### config.mk
export PLATFORM = sky130hd
export DESIGN_NAME = alu_phase_ctrl
export DESIGN_NICKNAME = d
export VERILOG_FILES = /design/src/rtl/alu_ctrl_pkg.sv /design/src/rtl/phase_onehot_chk.sv /design/src/rtl/alu_phase_ctrl.sv
export SDC_FILE = /design/constraint.sdc
export NUM_CORES = 1
export LEC_CHECK = 0
export CORE_ASPECT_RATIO = 1.1
export CORE_UTILIZATION = 52
export CTS_CLUSTER_SIZE = 25
export DETAILED_ROUTE_END_ITERATION = 12
export GPL_ROUTABILITY_DRIVEN = 0
export PLACE_DENSITY = 0.83
export SLEW_MARGIN = 0
export SYNTH_ARGS = -nofsm -noshare
export SYNTH_HDL_FRONTEND = slang
export SYNTH_SLANG_ARGS = --single-unit
### constraint.sdc
create_clock -name CLK -period 6 [get_ports CLK]
set_clock_uncertainty 0.2 [all_clocks]
set_input_delay 1.2 -clock CLK [delete_from_list [all_inputs] [get_ports CLK]]
set_output_delay 1.2 -clock CLK [all_outputs]
set_load 0.02 [all_outputs]
### src/rtl/alu_ctrl_pkg.sv
// Shared constants for the ALU phase controller: FSM encoding, phase indices,
// opcode values and the one-hot test used on the sequencer phase lines.
package alu_ctrl_pkg;

  typedef logic [1:0] state_t;

  localparam state_t S_IDLE  = 2'd0;
  localparam state_t S_START = 2'd1;
  localparam state_t S_RUN   = 2'd2;
  localparam state_t S_DONE  = 2'd3;

  localparam int unsigned NPH = 6;

  localparam logic [2:0] PH_LDA = 3'd0;
  localparam logic [2:0] PH_LDB = 3'd1;
  localparam logic [2:0] PH_EX1 = 3'd2;
  localparam logic [2:0] PH_EX2 = 3'd3;
  localparam logic [2:0] PH_WR  = 3'd4;
  localparam logic [2:0] PH_FLG = 3'd5;

  // Only this opcode uses the second execute phase.
  localparam int unsigned OP_TWO_EXEC = 0;
  localparam int unsigned OP_ADD      = 1;
  localparam int unsigned OP_SUB      = 2;
  localparam int unsigned OP_AND      = 3;

  function automatic logic onehot6(input logic [5:0] v);
    return (v != '0) && ((v & (v - 6'd1)) == '0);
  endfunction

endpackage

### src/rtl/phase_onehot_chk.sv
// Registers the sequencer phase lines, decodes the phase index and flags
// two consecutive non-one-hot samples taken while the check is enabled.
module phase_onehot_chk
  import alu_ctrl_pkg::*;
(
  input  logic       CLK,
  input  logic       Clr,
  input  logic       run_i,
  input  logic [5:0] fi_i,
  output logic [2:0] ph_o,
  output logic       ph_ok_o,
  output logic       wrap_o,
  output logic       bad2_o
);

  logic [5:0] fi_q;
  logic       badprev_q;

  always_ff @(posedge CLK or posedge Clr) begin
    if (Clr) begin
      fi_q      <= '0;
      badprev_q <= 1'b0;
    end else begin
      fi_q      <= fi_i;
      badprev_q <= run_i & ~ph_ok_o;
    end
  end

  assign ph_ok_o = onehot6(fi_q);

  always_comb begin
    ph_o = '0;
    for (int unsigned k = 0; k < NPH; k++) begin
      if (fi_q[k]) ph_o = 3'(k);
    end
  end

  // Wrap is seen on the edge where fi_q moves from phase 5 to phase 0.
  assign wrap_o = ph_ok_o && (ph_o == PH_FLG) && (fi_i == 6'b000001);
  assign bad2_o = run_i & ~ph_ok_o & badprev_q;

endmodule

### src/rtl/alu_phase_ctrl.sv
// Master for the 6-phase sequencer: starts it, decodes phases into ALU
// micro-op enables, counts rounds and stops it after the programmed count.
module alu_phase_ctrl
  import alu_ctrl_pkg::*;
#(
  parameter int unsigned OPW = 2,
  parameter int unsigned CW  = 4
) (
  input  logic           CLK,
  input  logic           Clr,
  input  logic           req,
  input  logic [OPW-1:0] op,
  input  logic [CW-1:0]  rounds,
  input  logic [5:0]     fi,
  output logic           BGN,
  output logic           SRST,
  output logic           END,
  output logic           ld_a,
  output logic           ld_b,
  output logic           exec,
  output logic           wr_res,
  output logic           upd_flags,
  output logic           busy,
  output logic           ack,
  output logic           err,
  output logic [CW-1:0]  round_cnt
);

  state_t         state_q, state_d;
  logic [OPW-1:0] op_q, op_d;
  logic [CW-1:0]  rounds_q, rounds_d;
  logic [CW-1:0]  cnt_q, cnt_d;
  logic           err_q, err_d;
  logic           end_q, end_d;

  logic [2:0] ph;
  logic       ph_ok, wrap, bad2, in_run, stop, en;

  assign in_run = (state_q == S_RUN);

  phase_onehot_chk u_chk (
    .CLK     (CLK),
    .Clr     (Clr),
    .run_i   (in_run),
    .fi_i    (fi),
    .ph_o    (ph),
    .ph_ok_o (ph_ok),
    .wrap_o  (wrap),
    .bad2_o  (bad2)
  );

  assign en   = in_run & ph_ok;
  assign stop = en && (ph == PH_FLG) && (cnt_q == rounds_q - CW'(1));

  always_comb begin
    state_d  = state_q;
    op_d     = op_q;
    rounds_d = rounds_q;
    cnt_d    = cnt_q;
    err_d    = err_q;
    end_d    = 1'b0;
    case (state_q)
      S_IDLE: begin
        if (req) begin
          op_d     = op;
          rounds_d = (rounds == '0) ? CW'(1) : rounds;
          err_d    = 1'b0;
          cnt_d    = '0;
          state_d  = S_START;
        end
      end
      S_START: state_d = S_RUN;
      S_RUN: begin
        if (bad2) begin
          err_d   = 1'b1;
          end_d   = 1'b1;
          state_d = S_DONE;
        end else if (stop) begin
          end_d   = 1'b1;
          state_d = S_DONE;
        end else if (wrap && (cnt_q != '1)) begin
          cnt_d = cnt_q + CW'(1);
        end
      end
      S_DONE:  state_d = S_IDLE;
      default: state_d = S_IDLE;
    endcase
  end

  always_ff @(posedge CLK or posedge Clr) begin
    if (Clr) begin
      state_q  <= S_IDLE;
      op_q     <= '0;
      rounds_q <= '0;
      cnt_q    <= '0;
      err_q    <= 1'b0;
      end_q    <= 1'b0;
    end else begin
      state_q  <= state_d;
      op_q     <= op_d;
      rounds_q <= rounds_d;
      cnt_q    <= cnt_d;
      err_q    <= err_d;
      end_q    <= end_d;
    end
  end

  assign BGN       = (state_q == S_START);
  assign SRST      = (state_q == S_START);
  assign END       = Clr | end_q;
  assign busy      = (state_q != S_IDLE);
  assign ack       = (state_q == S_DONE);
  assign err       = err_q;
  assign round_cnt = cnt_q;

  assign ld_a      = en && (ph == PH_LDA);
  assign ld_b      = en && (ph == PH_LDB);
  assign exec      = en && ((ph == PH_EX1) ||
                            ((ph == PH_EX2) && (op_q == OPW'(OP_TWO_EXEC))));
  assign wr_res    = en && (ph == PH_WR);
  assign upd_flags = en && (ph == PH_FLG);

endmodule

==> flow_summary.yaml, run 1 <==
power_and_ir_drop:
  power_density_nw_per_um2: 399
  power.ir.vdd_worst_v: 0.000260
  p_leak_nw: 0.679
clocking:
  numCtsBuffers: 3
  worst_setup_hold_path_clk_slew_ns: 0.11
  postCtsSetupBuffers: 0
  cts.sinks: 21
  tritoncts: "done"
  clock_insertion_delay_worst_skew_ns: 0.30
  ctsLongestPathBuffers: 2
  clock_tree.htree_level_count: 1
  postCtsHoldBufs: 0
  cts.root.buffer_cell: "sky130_fd_sc_hd__clkbuf_4"
  post_cts_resized: 0
worst_hold_path:
  class_of_the_most_critical_hold_timing_path: "register to register"
worst_setup_path:
  cp-start-kind: "register"
  worstSetupPathDepth: 5
  worstReg2RegEnd: "state_q[1]$_DFFE_PP0P_"
  critical_path_peak_fanout: 12
  worstPathArrival_ns: 2.60
  master_of_the_slowest_instance_on_the_critical_path: "sky130_fd_sc_hd__clkdlybuf4s50_1"
  critPathKind: "register to primary output"
  crit_path_end: "upd_flags"
  slowest_delay_ns: 0.61
  crit_buf_inv: 2
  setup.reg_to_reg.worst_slack_ns: 3.18
  cpLargestDelayFamily: "buffers and inverters"
  timing.critical_path.required_ns: 4.60
  timing.critical_path.to_type: "primary output"
  critical_path_cell_by_cell: "inv_1, ha_1, or3b_2, nor2_1, clkdlybuf4s50_1"
  timing.reg2reg.worst_path_depth: 7
  worst_setup_path_startpoint: "state_q[0]$_DFFE_PP0P_"
  worst_reg2reg_path_startpoint: "state_q[0]$_DFFE_PP0P_"
sta:
  max_freq_ghz: 0.250
  worst_pin_slew_ns: 0.770
  grt_setup_unrepaired: "no"
  setup_tns_ns: 0
  finalCriticalPeriod_ns: 4.00
  slew_headroom_pct: 48.6
  finalSetupViolations: 0
  report.final.hold_viol_count: 0
  share_of_the_clock_period_used_by_the_worst_path_pct: 66.7
  final.hold.worst_slack_ns: 0.290
  timing_max_transition_violations_final: 0
finish:
  stdcell_count: 169
  final_common_cell: "sky130_fd_sc_hd__clkdlybuf4s50_1"
  syn2layout_area_growth_pct: 27.3
  most_frequent_cells_in_the_layout: "sky130_fd_sc_hd__clkdlybuf4s50_1 (29), sky130_fd_sc_hd__dfrtp_1 (21), sky130_fd_sc_hd__inv_1 (10)"
  final_cell_area_um2: 1570
  antennaDiodeCount: 0
  layout.nets: 162
  share_of_layout_cells_above_drive_strength_1_pct: 11.5
global_route:
  antenna_found_initial: 0
  groute.usage.overall_pct: 19.7
  grt_max_degree: 22
  gr-total-overflow: 0
  via_count_of_the_first_global_routing_pass: 882
  global_route_wire_length_before_repair_mm: 3.80
detailed_routing:
  detail_route.wirelength_mm: 2.34
  drt_pre_antenna_iters: 5
  wire_per_inst_um: 13.8
  route.vias.total: 951
  drt-vias-per-instance: 5.63
  drt-initial-drc-count: 12
  antenna_left: 0
  post_route_drc: 0
synth:
  post_synth_instance_area_um2: 1230
  ys_ff_latch: 21
  synth_flop_cell: "sky130_fd_sc_hd__dfrtp_1"
  synthCells: 109
  synthesis.yosys.warnings: 0
  synth_enable_flop_cells: 0
  synth_unique_cells: 43
  synth.avg_cell_area_um2: 11.3
  async_reset_ff_share_pct: 100
  synth_sequential_area_ratio_pct: 42.7
  post_synth_net_total: 131
floorplan:
  row_count: 18
  start_util_pct: 54.7
  die_h_um: 53.0
  dieArea_um2: 2570
  floorplan.io_pins: 30
  die-width_um: 48.4
  core_region_area_um2: 2250
placement:
  io_buffers: 29
  place.detailed.hpwl_mm: 1.88
  placedInstanceArea_um2: 1540
  placed_cells: 165
job:
  drv.max_cap_violation_count: 0
run_status:
  outcome: "finished clean"
-- synthesized netlist by cell type, types with 3 or more instances --
| library cell | count | share of area, % |
|---|---|---|
| sky130_fd_sc_hd__dfrtp_1 | 21 | 43 |
| sky130_fd_sc_hd__inv_1 | 10 | 3.0 |
| sky130_fd_sc_hd__ha_1 | 7 | 7.1 |
| sky130_fd_sc_hd__mux2_1 | 6 | 5.5 |
| sky130_fd_sc_hd__nor2_1 | 5 | 1.5 |
| sky130_fd_sc_hd__and3_1 | 4 | 2.0 |
| sky130_fd_sc_hd__nand2_1 | 4 | 1.2 |
| sky130_fd_sc_hd__nor3_1 | 4 | 1.6 |
| sky130_fd_sc_hd__nor4_1 | 3 | 1.5 |
| sky130_fd_sc_hd__xnor2_1 | 3 | 2.1 |
-- logic make-up (layout without fill, tap and decap cells) --
kind of cell	count (synthesis)	in the layout	share of synthesized area (%)
XOR/XNOR	7	7	6.20
AO/OA/AOI/OAI	18	18	13.2
multiplexers	8	8	7.52
AND/OR/NAND/NOR	35	35	18.7
buffers and inverters	13	43	4.57
adder cells (fa/ha/maj)	7	7	7.11
flip-flops	21	21	42.7
-- report_power, final --
part,total (mW),switching [mW],internal [mW]
clock network,0.0666,0.0418,0.0248
logic,0.333,0.169,0.164
registers,0.226,0.0404,0.186
total,0.626,0.252,0.375
-- routing by layer --
metal  vias up  wire [µm]  GRT usage (%)
met5         -          0              0
met4         0         17           7.35
met3         2         55           1.72
met2        19       1260           38.0
met1       476       1000           23.0
li1        454          -              -
-- stage by stage --
| step | worst slack (ns) | total power [mW] | utilization, % |
|---|---|---|---|
| 4_1_cts | 1.99 | 0.632 | 69.6 |
| 3_5_place_dp | 2.15 | 0.566 | 68.4 |
| 2_1_floorplan | 2.66 | 0.470 | - |
| 3_3_place_gp | 2.19 | 0.550 | 68.4 |
| 6_report | 2.00 | 0.626 | 69.6 |
| 5_1_grt | 1.89 | 0.672 | 69.6 |
-- how the worst min path moves through the flow --
stage,from,endpoint,cells past startpoint
after global placement,u_chk.badprev_q$_DFF_PP0_,end_q$_DFF_PP0_,1
after detailed placement,u_chk.badprev_q$_DFF_PP0_,end_q$_DFF_PP0_,1
final,u_chk.badprev_q$_DFF_PP0_,end_q$_DFF_PP0_,1
after global routing,u_chk.badprev_q$_DFF_PP0_,end_q$_DFF_PP0_,1
after CTS,u_chk.badprev_q$_DFF_PP0_,end_q$_DFF_PP0_,1
after floorplan,u_chk.badprev_q$_DFF_PP0_,end_q$_DFF_PP0_,1
-- cell type report --
type	count	area (µm²)
multi-input combinational	75	649
fill	168	684
clock inverter	1	5.00
sequential	21	526
inverter	10	37.5
tap	30	37.5
timing repair buffer	29	290
clock buffer	3	22.5
-- flip-flops by register name, indices dropped and copies added, names as in the netlist --
signal	flops
u_chk.badprev_q	1
op_q	2
u_chk.fi_q	6
round_cnt	4
rounds_q	4
end_q	1
err	1
state_q	2
(Power assumes the default switching activity.)
==> run 2, diff against run 1 <==
--- a/config.mk
+++ b/config.mk
@@ -6,11 +6,11 @@
 export NUM_CORES = 1
 export LEC_CHECK = 0
 export CORE_ASPECT_RATIO = 1.1
-export CORE_UTILIZATION = 52
+export CORE_UTILIZATION = 48
 export CTS_CLUSTER_SIZE = 25
 export DETAILED_ROUTE_END_ITERATION = 12
 export GPL_ROUTABILITY_DRIVEN = 0
-export PLACE_DENSITY = 0.83
+export PLACE_DENSITY = 0.78
 export SLEW_MARGIN = 0
 export SYNTH_ARGS = -nofsm -noshare
 export SYNTH_HDL_FRONTEND = slang
==> constraint.sdc (replaced) <==
create_clock -name CLK -period 3.8 [get_ports CLK]
set_clock_uncertainty 0.2 [all_clocks]
set_input_delay 0.76 -clock CLK [delete_from_list [all_inputs] [get_ports CLK]]
set_output_delay 0.76 -clock CLK [all_outputs]
set_load 0.02 [all_outputs]
==> run 2 against run 1 <==
Register-to-register slack got worse by 1.9 ns; final area rose by 0.48%; non-clock buffer count rose by 1; count of clock-buffer cells in the layout did not move; critical path depth rose by 1; combinational power rose by 61%; final cell count rose by 0.59%; total power rose by 60%; sequential share of layout area fell by 0.16 points; setup slack got worse by 1.8 ns.
==> flow_summary.yaml, run 2 (same netlist as run 1, synthesis figures left out) <==
finish:
  antennaDiodeCount: 0
  final_common_cell: "sky130_fd_sc_hd__clkdlybuf4s50_1"
  most_frequent_cells_in_the_layout: "sky130_fd_sc_hd__clkdlybuf4s50_1 (29), sky130_fd_sc_hd__dfrtp_1 (21), sky130_fd_sc_hd__inv_1 (10)"
  share_of_layout_cells_above_drive_strength_1_pct: 12.1
  flip_flop_count_of_the_largest_register_all_copies_and_words_added: 6
  register_containing_the_most_flip_flops_in_the_final_layout: "u_chk.fi_q"
  syn2layout_area_growth_pct: 27.9
  layout.core_utilization_pct: 67.3
  layout.nets: 163
worst_hold_path:
  class_of_the_most_critical_hold_timing_path: "register to register"
clocking:
  cts.sinks: 21
  worst_setup_hold_path_clk_slew_ns: 0.12
  cts.root.buffer_cell: "sky130_fd_sc_hd__clkbuf_4"
  tritoncts: "done"
  postCtsSetupBuffers: 0
  postCtsHoldBufs: 0
  post_cts_resized: 0
  ctsLongestPathBuffers: 2
  clock_tree.htree_level_count: 1
  clock_insertion_delay_worst_skew_ns: 0.31
  numCtsBuffers: 3
sta:
  grt_setup_unrepaired: "no"
  finalCriticalPeriod_ns: 3.64
  report.final.hold_viol_count: 0
  worst_pin_slew_ns: 0.789
  setup_tns_ns: 0
  slew_headroom_pct: 47.3
  finalSetupViolations: 0
  max_freq_ghz: 0.275
  timing_max_transition_violations_final: 0
  share_of_the_clock_period_used_by_the_worst_path_pct: 95.8
floorplan:
  start_util_pct: 52.6
  die_h_um: 55.1
  dieArea_um2: 2770
  floorplan.io_pins: 30
  row_count: 18
  core_region_area_um2: 2340
  die-width_um: 50.3
detailed_routing:
  drt_pre_antenna_iters: 4
  drt-initial-drc-count: 8
  detail_route.wirelength_mm: 2.56
  route.vias.total: 955
  post_route_drc: 0
  antenna_left: 0
  wire_per_inst_um: 15.0
  drt-vias-per-instance: 5.62
power_and_ir_drop:
  power.ir.vdd_worst_v: 0.000372
  p_leak_nw: 0.685
  power_density_nw_per_um2: 636
  power_switching_mw: 0.404
  clock_power_share_pct: 10.9
  comb_power_share_pct: 53.4
  power.switching_fraction_pct: 40.4
  cell_internal_pwr_mw: 0.598
  share_seq_of_total_power_pct: 35.7
global_route:
  antenna_found_initial: 0
  gr-total-overflow: 0
  global_route_wire_length_before_repair_mm: 4.03
  via_count_of_the_first_global_routing_pass: 945
  groute.usage.overall_pct: 20.2
  grt_max_degree: 22
job:
  drv.max_cap_violation_count: 0
worst_setup_path:
  cp-start-kind: "register"
  worstPathArrival_ns: 2.68
  critical_path_peak_fanout: 7
  timing.critical_path.to_type: "primary output"
  critPathKind: "register to primary output"
  timing.critical_path.required_ns: 2.84
placement:
  place.detailed.hpwl_mm: 2.03
  io_buffers: 29
run_status:
  outcome: "finished clean"
[run 2: metrics by stage]
step	power, mW	setup WS [ns]	std cells	hold WS (ns)	cell area, µm²
2_1_floorplan	0.742	0.902	109	0.241	1230
4_1_cts	1.01	0.170	170	0.297	1580
5_1_grt	1.07	0.000468	170	0.303	1580
6_report	1.00	0.158	170	0.295	1580
3_3_place_gp	0.881	0.703	166	0.261	1550
3_5_place_dp	0.899	0.530	166	0.269	1550
[run 2: power by group through the flow]
stage / clock (mW) / combinational, mW / sequential (mW)
2_1_floorplan: 0 / 0.379 / 0.363
3_3_place_gp: 0 / 0.523 / 0.358
3_5_place_dp: 0 / 0.538 / 0.361
4_1_cts: 0.109 / 0.540 / 0.357
6_report: 0.109 / 0.535 / 0.358
5_1_grt: 0.124 / 0.584 / 0.367
[run 2: layout make-up]
cell class	count	area [µm²]
Clock inverter	1	5.00
Fill cell	211	767
Timing Repair Buffer	30	298
Multi-Input combinational cell	75	649
Inverter	10	37.5
Clock buffer	3	22.5
Sequential cell	21	526
Tap cell	30	37.5
[run 2: worst paths after layout]
kind,startpoint,to,slack (ns),cells past startpoint
min reg2reg,u_chk.badprev_q$_DFF_PP0_,end_q$_DFF_PP0_,0.29,1
max in group asynchronous,Clr,rounds_q[2]$_DFFE_PP0P_,2.19,2
min in group asynchronous,Clr,op_q[0]$_DFFE_PP0P_,0.71,2
max reg2reg,state_q[0]$_DFFE_PP0P_,state_q[1]$_DFFE_PP0P_,1.29,7
min,u_chk.badprev_q$_DFF_PP0_,end_q$_DFF_PP0_,0.29,1
max,u_chk.fi_q[5]$_DFF_PP0_,exec,0.16,6
[run 2: per-layer routing]
| layer | GRT usage [%] | wire length [µm] |
|---|---|---|
| met5 | 0 | 0 |
| met4 | 7.87 | 33 |
| met3 | 4.10 | 84 |
| met2 | 37.8 | 1370 |
| met1 | 23.0 | 1070 |
[run 2: critical path, stage by stage (launching register included)]
cell and delay [ns]:
sky130_fd_sc_hd__dfrtp_1 0.48, sky130_fd_sc_hd__nor4b_1 0.36, sky130_fd_sc_hd__a211oi_1 0.11, sky130_fd_sc_hd__o31ai_2 0.33
sky130_fd_sc_hd__nand2_1 0.13, sky130_fd_sc_hd__nor4_1 0.28, sky130_fd_sc_hd__clkdlybuf4s50_1 0.68
==> run 3, diff against run 2 <==
--- a/config.mk
+++ b/config.mk
@@ -6,11 +6,12 @@
 export NUM_CORES = 1
 export LEC_CHECK = 0
 export CORE_ASPECT_RATIO = 1.1
-export CORE_UTILIZATION = 48
+export CORE_UTILIZATION = 51
+export CTS_BUF_LIST = sky130_fd_sc_hd__clkbuf_4
 export CTS_CLUSTER_SIZE = 25
 export DETAILED_ROUTE_END_ITERATION = 12
 export GPL_ROUTABILITY_DRIVEN = 0
-export PLACE_DENSITY = 0.78
+export PLACE_DENSITY = 0.82
 export SLEW_MARGIN = 0
 export SYNTH_ARGS = -nofsm -noshare
 export SYNTH_HDL_FRONTEND = slang
==> run 3 against run 2 <==
Combinational power down 1%; sequential power about the same; first-iteration DRC count up 88%; critical path depth unchanged; sequential share of layout area down 0.053 points; total power down 0.56%; maximum frequency up 3.2%; largest cell class unchanged; largest power group unchanged.
==> flow_summary.yaml, run 3 (same netlist as run 1, synthesis figures left out) <==
global_route:
  groute.usage.overall_pct: 18.4
  global_route_wire_length_before_repair_mm: 3.74
  grt_max_degree: 22
  antenna_found_initial: 0
  gr-total-overflow: 0
  via_count_of_the_first_global_routing_pass: 905
clocking:
  clock_insertion_delay_worst_skew_ns: 0.29
  postCtsSetupBuffers: 0
  worst_setup_hold_path_clk_slew_ns: 0.11
  post_cts_resized: 0
  tritoncts: "done"
  numCtsBuffers: 3
  cts.sinks: 21
  clock_tree.htree_level_count: 1
  postCtsHoldBufs: 0
  cts.root.buffer_cell: "sky130_fd_sc_hd__clkbuf_4"
  ctsLongestPathBuffers: 2
finish:
  final_common_cell: "sky130_fd_sc_hd__clkdlybuf4s50_1"
  fillCellCount: 173
  syn2layout_area_growth_pct: 28.2
  final_cell_area_um2: 1580
  antennaDiodeCount: 0
  share_of_layout_cells_above_drive_strength_1_pct: 12.1
  multiInputGateArea_um2: 649
  layout.nets: 163
  layout.core_utilization_pct: 69.4
  flip_flop_count_of_the_largest_register_all_copies_and_words_added: 6
  register_containing_the_most_flip_flops_in_the_final_layout: "u_chk.fi_q"
  layout.area.seq_um2: 526
  most_frequent_cells_in_the_layout: "sky130_fd_sc_hd__clkdlybuf4s50_1 (29), sky130_fd_sc_hd__dfrtp_1 (21), sky130_fd_sc_hd__inv_1 (10)"
worst_setup_path:
  setup.reg_to_reg.worst_slack_ns: 1.27
  master_of_the_slowest_instance_on_the_critical_path: "sky130_fd_sc_hd__clkdlybuf4s50_1"
  critical_path_peak_fanout: 7
  cp-start-kind: "register"
  slowest_delay_ns: 0.65
  critical_path_cell_by_cell: "nor4b_1, a211oi_1, o31ai_2, nand2_1, nor4_1, clkdlybuf4s50_1"
  timing.critical_path.required_ns: 2.84
  timing.critical_path.to_type: "primary output"
  critPathKind: "register to primary output"
  worstPathArrival_ns: 2.57
power_and_ir_drop:
  power.ir.vdd_worst_v: 0.000375
  p_leak_nw: 0.685
  finalPower_mw: 0.996
  power_density_nw_per_um2: 631
floorplan:
  dieArea_um2: 2610
  start_util_pct: 54.1
  core_region_area_um2: 2270
  die_h_um: 53.5
  die-width_um: 48.8
  row_count: 18
  floorplan.io_pins: 30
placement:
  place.detailed.hpwl_mm: 1.74
  io_buffers: 29
  placedInstanceArea_um2: 1550
sta:
  slew_headroom_pct: 49.9
  share_of_the_clock_period_used_by_the_worst_path_pct: 92.9
  worst_pin_slew_ns: 0.750
  setup_tns_ns: 0
  timing_max_transition_violations_final: 0
  report.final.hold_viol_count: 0
  finalSetupViolations: 0
  final.hold.worst_slack_ns: 0.285
  max_freq_ghz: 0.283
  finalCriticalPeriod_ns: 3.53
  grt_setup_unrepaired: "no"
detailed_routing:
  drt-initial-drc-count: 15
  detail_route.wirelength_mm: 2.18
  route.vias.total: 922
  wire_per_inst_um: 12.8
  post_route_drc: 0
  antenna_left: 0
  drt-vias-per-instance: 5.42
  drt_pre_antenna_iters: 4
run_status:
  outcome: "finished clean"
worst_hold_path:
  class_of_the_most_critical_hold_timing_path: "register to register"
job:
  drv.max_cap_violation_count: 0
==> run 3: worst paths after layout <==
check	from	endpoint	cells after the start
setup / recovery	u_chk.fi_q[5]$_DFF_PP0_	exec	6
hold / removal	u_chk.badprev_q$_DFF_PP0_	end_q$_DFF_PP0_	1
setup reg to reg	state_q[0]$_DFFE_PP0P_	state_q[1]$_DFFE_PP0P_	7
hold reg to reg	u_chk.badprev_q$_DFF_PP0_	end_q$_DFF_PP0_	1
max in group asynchronous	Clr	state_q[0]$_DFFE_PP0P_	2
min in group asynchronous	Clr	err$_DFFE_PP0P_	2
==> run 3: where the power goes <==
group / switching (mW) / total (mW) / internal [mW] / leakage [nW]
registers: 0.0625 / 0.356 / 0.293 / 0.255
logic: 0.265 / 0.529 / 0.264 / 0.412
clock network: 0.0636 / 0.111 / 0.0479 / 0.0184
==> run 3: per-stage QoR <==
| step | cells | setup WS (ns) |
|---|---|---|
| after floorplan | 109 | 0.902 |
| after global placement | 166 | 0.712 |
| after detailed placement | 166 | 0.605 |
| after CTS | 170 | 0.272 |
| after global routing | 170 | 0.137 |
| final | 170 | 0.271 |
==> run 3: layer usage <==
layer  global-route usage [%]  vias up  part of all wire (%)
met5                        0        -                     0
met2                     35.0       20                    50
met4                     4.41        0                     0
met3                     2.54        0                   4.0
met1                     22.5      443                    46
li1                         -      459                     -
==> run 3: cell type report <==
| class | count | share of cell area [%] |
|---|---|---|
| Clock buffer | 4 | 1.90 |
| Sequential cell | 21 | 33.3 |
| Tap cell | 30 | 2.38 |
| Inverter | 10 | 2.38 |
| Timing Repair Buffer | 30 | 18.9 |
| Multi-Input combinational cell | 75 | 41.2 |
==> run 3: worst max-delay path, delay by kind of cell (launching register included) <==
| kind | cells | cell delay, ns |
|---|---|---|
| buf+inv | 1 | 0.65 |
| simple gates | 3 | 0.70 |
| compound gates | 2 | 0.47 |
| flops | 1 | 0.47 |
